==> src/rtl/word_buff_pkg.sv <==
// Shared header for the word buffer and the processor blocks: default geometry,
// pointer-width helper and the per-cycle transfer encoding.
package word_buff_pkg;

    localparam int DEFAULT_WIDTH = 8;
    localparam int DEFAULT_DEPTH = 4;

    // Bits needed to address DEPTH entries (DEPTH is a power of two).
    function automatic int ptr_width(input int depth);
        return $clog2(depth);
    endfunction

    // Bit order is {push, pop} so the encoding can be built directly from the strobes.
    typedef enum logic [1:0] {
        OP_IDLE = 2'b00,
        OP_POP  = 2'b01,
        OP_PUSH = 2'b10,
        OP_BOTH = 2'b11
    } op_e;

endpackage

==> src/rtl/word_buff_if.sv <==
// Producer/consumer handshake bundle of the word buffer; slave is the buffer side.
interface word_buff_if
    import word_buff_pkg::*;
#(
    parameter int WIDTH = DEFAULT_WIDTH,
    parameter int DEPTH = DEFAULT_DEPTH
);

    logic                      in_valid;
    logic                      in_ready;
    logic                      in_repl;
    logic [WIDTH-1:0]          in_data;
    logic                      out_valid;
    logic                      out_ready;
    logic [WIDTH-1:0]          out_data;
    logic [ptr_width(DEPTH):0] count;

    modport master (
        output in_valid, in_repl, in_data, out_ready,
        input  in_ready, out_valid, out_data, count
    );

    modport slave (
        input  in_valid, in_repl, in_data, out_ready,
        output in_ready, out_valid, out_data, count
    );

endinterface

==> src/rtl/word_buff_mem.sv <==
// DEPTH x WIDTH storage array: synchronous write, asynchronous read, never cleared.
module word_buff_mem
    import word_buff_pkg::*;
#(
    parameter int WIDTH = DEFAULT_WIDTH,
    parameter int DEPTH = DEFAULT_DEPTH,
    localparam int AW   = ptr_width(DEPTH)
) (
    input  logic             clk,
    input  logic             we,
    input  logic [AW-1:0]    waddr,
    input  logic [WIDTH-1:0] wdata,
    input  logic [AW-1:0]    raddr,
    output logic [WIDTH-1:0] rdata
);

    logic [WIDTH-1:0] mem_r [DEPTH];

    // Write the addressed entry on an accepted push.
    always_ff @(posedge clk) begin
        if (we) begin
            mem_r[waddr] <= wdata;
        end
    end

    assign rdata = mem_r[raddr];

endmodule

==> src/rtl/word_buff.sv <==
// Small circular word FIFO with optional bit-0 replication on write and
// a zero-forced output whenever nothing is stored.
module word_buff
    import word_buff_pkg::*;
#(
    parameter int WIDTH = DEFAULT_WIDTH,
    parameter int DEPTH = DEFAULT_DEPTH
) (
    input  logic        clk,
    input  logic        rst_n,
    input  logic        flush,
    word_buff_if.slave  bus
);

    localparam int AW = ptr_width(DEPTH);
    localparam int CW = AW + 1;
    localparam logic [CW-1:0] FULL_COUNT = CW'(DEPTH);

    logic [AW-1:0]    wr_ptr_r;
    logic [AW-1:0]    rd_ptr_r;
    logic [CW-1:0]    count_r;
    logic             in_ready_s;
    logic             out_valid_s;
    logic             push_s;
    logic             pop_s;
    op_e              op_s;
    logic [WIDTH-1:0] word_s;
    logic [WIDTH-1:0] rd_word_s;
    logic [WIDTH-1:0] out_data_s;

    // Handshake flags depend only on the count register, never on out_ready.
    assign in_ready_s  = (count_r != FULL_COUNT);
    assign out_valid_s = (count_r != {CW{1'b0}});
    assign push_s      = bus.in_valid & in_ready_s;
    assign pop_s       = out_valid_s & bus.out_ready;
    assign op_s        = op_e'({push_s, pop_s});

    // Select the stored word: replicated bit 0 or the data as offered.
    always_comb begin
        word_s = bus.in_data;
        if (bus.in_repl) begin
            word_s = {WIDTH{bus.in_data[0]}};
        end else begin
            word_s = bus.in_data;
        end
    end

    // Pointer and occupancy state; flush outranks any transfer in the same cycle.
    always_ff @(posedge clk or negedge rst_n) begin
        if (!rst_n) begin
            wr_ptr_r <= {AW{1'b0}};
            rd_ptr_r <= {AW{1'b0}};
            count_r  <= {CW{1'b0}};
        end else if (flush) begin
            wr_ptr_r <= {AW{1'b0}};
            rd_ptr_r <= {AW{1'b0}};
            count_r  <= {CW{1'b0}};
        end else begin
            case (op_s)
                OP_PUSH: begin
                    wr_ptr_r <= wr_ptr_r + AW'(1);
                    count_r  <= count_r + CW'(1);
                end
                OP_POP: begin
                    rd_ptr_r <= rd_ptr_r + AW'(1);
                    count_r  <= count_r - CW'(1);
                end
                OP_BOTH: begin
                    wr_ptr_r <= wr_ptr_r + AW'(1);
                    rd_ptr_r <= rd_ptr_r + AW'(1);
                end
                default: begin
                    wr_ptr_r <= wr_ptr_r;
                    rd_ptr_r <= rd_ptr_r;
                    count_r  <= count_r;
                end
            endcase
        end
    end

    word_buff_mem #(
        .WIDTH (WIDTH),
        .DEPTH (DEPTH)
    ) u_mem (
        .clk   (clk),
        .we    (push_s & ~flush),
        .waddr (wr_ptr_r),
        .wdata (word_s),
        .raddr (rd_ptr_r),
        .rdata (rd_word_s)
    );

    // Stale storage contents are masked while the buffer is empty.
    always_comb begin
        out_data_s = {WIDTH{1'b0}};
        if (out_valid_s) begin
            out_data_s = rd_word_s;
        end else begin
            out_data_s = {WIDTH{1'b0}};
        end
    end

    assign bus.in_ready  = in_ready_s;
    assign bus.out_valid = out_valid_s;
    assign bus.out_data  = out_data_s;
    assign bus.count     = count_r;

endmodule
==> src/flat_wrapper.sv <==
// flat-port wrapper written by rule: the top's interface ports become plain ports
module word_buff_flat import word_buff_pkg::*;
#(
    parameter int WIDTH = DEFAULT_WIDTH,
    parameter int DEPTH = DEFAULT_DEPTH
)
  (clk, rst_n, flush, bus_in_valid, bus_in_repl, bus_in_data, bus_out_ready, bus_in_ready, bus_out_valid, bus_out_data, bus_count);
  word_buff_if #(.WIDTH(WIDTH), .DEPTH(DEPTH)) bus_i ();
  input  logic clk;
  input  logic rst_n;
  input  logic flush;
  input wire logic [$bits(bus_i.in_valid)-1:0] bus_in_valid;
  input wire logic [$bits(bus_i.in_repl)-1:0] bus_in_repl;
  input wire logic [$bits(bus_i.in_data)-1:0] bus_in_data;
  input wire logic [$bits(bus_i.out_ready)-1:0] bus_out_ready;
  output wire logic [$bits(bus_i.in_ready)-1:0] bus_in_ready;
  output wire logic [$bits(bus_i.out_valid)-1:0] bus_out_valid;
  output wire logic [$bits(bus_i.out_data)-1:0] bus_out_data;
  output wire logic [$bits(bus_i.count)-1:0] bus_count;
  assign bus_i.in_valid = bus_in_valid;
  assign bus_i.in_repl = bus_in_repl;
  assign bus_i.in_data = bus_in_data;
  assign bus_i.out_ready = bus_out_ready;
  assign bus_in_ready = bus_i.in_ready;
  assign bus_out_valid = bus_i.out_valid;
  assign bus_out_data = bus_i.out_data;
  assign bus_count = bus_i.count;
  word_buff #(.WIDTH(WIDTH), .DEPTH(DEPTH)) u_core (.clk(clk), .rst_n(rst_n), .flush(flush), .bus(bus_i));
endmodule
==> config.mk <==
export PLATFORM = sky130hd
export DESIGN_NAME = word_buff_flat
export DESIGN_NICKNAME = d
export VERILOG_FILES = /design/src/rtl/word_buff_pkg.sv /design/src/rtl/word_buff_if.sv /design/src/rtl/word_buff_mem.sv /design/src/rtl/word_buff.sv /design/src/flat_wrapper.sv
export SDC_FILE = /design/constraint.sdc
export NUM_CORES = 1
export LEC_CHECK = 0
export CAP_MARGIN = 20
export CORE_UTILIZATION = 55
export CTS_CLUSTER_DIAMETER = 120
export DETAILED_ROUTE_END_ITERATION = 6
export PLACE_DENSITY = 0.81
export SETUP_SLACK_MARGIN = 0.05
export SLEW_MARGIN = 20
export SYNTH_ARGS = -nofsm -noshare
export SYNTH_HDL_FRONTEND = slang
export SYNTH_SLANG_ARGS = --single-unit
==> constraint.sdc <==
create_clock -name clk -period 6.1 [get_ports clk]
set_clock_uncertainty 0.15 [all_clocks]
set_input_delay 1.83 -clock clk [delete_from_list [all_inputs] [get_ports clk]]
set_output_delay 1.83 -clock clk [all_outputs]
set_load 0.05 [all_outputs]
==> results.toml <==
[cts]
htree_levels = 2
post_cts_buffers = 0
cts_tree = "built"
clk_pin_slew_worst_paths_ns = 0.13
cts_hold_buf = 0
clockRootBuffer = "clkbuf_4"
cts_buffers = 5
cts.path.max_buffers = 2
clk_latency_ns = 0.35
ctsResizeCount = 0
cts_sinks = 39

[synth]
yosys_warnings = 0
yosysTopAreaCell = "edfxtp_1"
synth_common_cells = "32 x edfxtp_1, 12 x and2_1, 10 x inv_1"
synth_edf_count = 32
synth_seq_area_share = 0.624
ys_top_cells_by_area = "edfxtp_1 53%, mux4_2 9.9%, dfrtp_1 9.6%"
synth_fp_nets = 150
yosysUniqueCellTypes = 31
synth.ff_latch_count = 39
yosysMostFrequentCell = "edfxtp_1"
synth_cells = 131
async_flop_share = 0.179
avgSynthCellArea_sq_um = 13.9
synth_ff_type = "edfxtp_1"
mappedNetlistArea_sq_um = 1820
synth_top_cell_area_share = 0.528

[detailed_routing]
num_vias = 1112
drt-initial-drc-count = 27
antenna_left = 0
post_drt_wl_per_cell_microns = 16.2
avgViaCountPerCell = 5.48
dr.pass1.iters = 4
drc_errors = 0
finalWirelength_microns = 3290

[global_route]
grt_usage = 0.210
grt_max_degree = 16
grt_overflow = 0
grt_pass1_wl_microns = 5060
antenna_found_initial = 0
grt_pass1_vias = 1100

[floorplan]
start_util = 0.587
die_width_microns = 59.5
die_h_microns = 59.5
die_area_sq_um = 3540
ios = 27
core_sq_um = 3100
fp-row-count = 20

[pwr]
power.share.switching = 0.318
combPwrFrac = 0.276
p_seq_frac = 0.473
p_int_mw = 0.467
power_density_nw_per_um2 = 313
pwr-share-clk = 0.251
irDropWorstVdd_v = 0.000152
switchingPower_mw = 0.218
leakagePower_nw = 0.794

[worst_setup_path]
cp.required_ns = 4.12
worst-path-max-fanout = 10
worst-setup-path-type = "reg2out"
worstPathArrival_ns = 2.56
start_kind = "register"
endpoint_kind = "output pin"

[sta]
fin_hold_ws_ns = 0.436
finalMaxSlewViolations = 0
fin_tns_setup_ns = 0
final_hold_viol_count = 0
rsz0062_at_grt = "false"
setup_slack_ns = 1.56
fmax_mhz = 220
tightest_slew_ns = 0.619
setup_violations = 0
post-route-min-period_ns = 4.54
max_slew_margin = 0.588
finalCritPeriodShare = 0.745

[placed_design]
pre_cts_ws_ns = 1.60
gp_congestion = 0.741
numPortBuffers = 26
dp_hpwl_microns = 2210

[min_path]
hold_path_class = "reg2reg"

[layout]
antenna_cells = 0
final_util = 0.705
syn2layout_area_growth_pct = 20.2
n_fill_cell = 240
layout.nets = 177
drive_gt1_frac = 0.101

[outcome]
status = "complete, no violations"

[job]
maxCapViolations = 0
-- metal layers --
layer  global-route usage  vias up  part of all wire
li1                     -      538                 -
met1                0.249      533              0.41
met2                0.342       30              0.50
met3               0.0721       11             0.057
met4                0.106        0             0.026
met5                    0        -                 0
-- stage by stage --
step / cell area [sq um] / power (mW) / instances
2_1_floorplan: 1820 / 0.459 / 131
3_3_place_gp: 2110 / 0.514 / 195
3_5_place_dp: 2110 / 0.520 / 195
4_1_cts: 2190 / 0.690 / 203
5_1_grt: 2190 / 0.713 / 203
6_report: 2190 / 0.685 / 203
-- cell families (layout without fill, tap and decap cells) --
kind of cell             after synthesis  after routing  synth area share
adder cells (fa/ha/maj)                5              5            0.0385
XOR/XNOR                               5              5            0.0241
flip-flops                            39             39             0.624
buffers and inverters                 16             44            0.0364
AND/OR/NAND/NOR                       40             40             0.122
multiplexers                           8              8            0.0990
AO/OA/AOI/OAI                         18             18            0.0564
-- critical path, cell delays in order, from the launching register on --
cell	delay [ns]
dfrtp_1	0.76
mux4_2	0.57
and2_1	0.17
clkdlybuf4s50_1	0.71
-- cell usage in the layout (no fill, tap or decap), types with 2 or more instances in the layout --
master           Yosys  layout
and2_1              12      12
a21o_1               2       2
dfrtp_1              7       7
edfxtp_1            32      32
nand3_1              5       5
o21ai_0              9       9
inv_1               10      10
xor2_1               3       3
clkdlybuf4s50_1      0      26
mux4_2               8       8
a21oi_1              4       4
nor2_1               7       7
clkbuf_4             0       5
or3_1                2       2
nand2_1              6       6
xnor2_1              2       2
ha_1                 4       4
-- final cells by class --
type	instances	area (sq um)	share of cell area
Tap cell	44	55.1	0.0252
Multi-Input combinational cell	76	618	0.282
Sequential cell	39	1140	0.519
Timing Repair Buffer	26	260	0.119
Inverter	10	37.5	0.0172
Clock buffer	5	37.5	0.0172
Clock inverter	3	43.8	0.0200
-- state kept, by name, summed over array words and instances (netlist names) --
register / cells
u_core.bus.count: 3
u_core.rd_ptr_r: 2
u_core.wr_ptr_r: 2
u_core.u_mem.mem_r: 32
-- worst paths after layout --
path / start / endpoint / slack (ns) / depth (start not counted)
worst min-delay path: u_core.wr_ptr_r[1] / u_core.wr_ptr_r[1] / 0.44 / 2
worst max-delay path: u_core.rd_ptr_r[0] / bus_out_data[1] / 1.56 / 3
worst max register to register: u_core.bus.count[0] / u_core.bus.count[2] / 3.21 / 6
min in group asynchronous: rst_n / u_core.rd_ptr_r[0] / 1.58 / 1
max in group asynchronous: rst_n / u_core.bus.count[2] / 3.97 / 1
worst min register to register: u_core.wr_ptr_r[1] / u_core.wr_ptr_r[1] / 0.44 / 2
-- power by group through the flow --
stage          combinational [mW]  sequential [mW]  clock, mW
4_1_cts                     0.191            0.324      0.175
3_3_place_gp                0.185            0.329          0
6_report                    0.189            0.324      0.172
2_1_floorplan               0.132            0.327          0
5_1_grt                     0.200            0.327      0.186
3_5_place_dp                0.190            0.330          0
No activity file was read; power rests on OpenSTA's default activity.
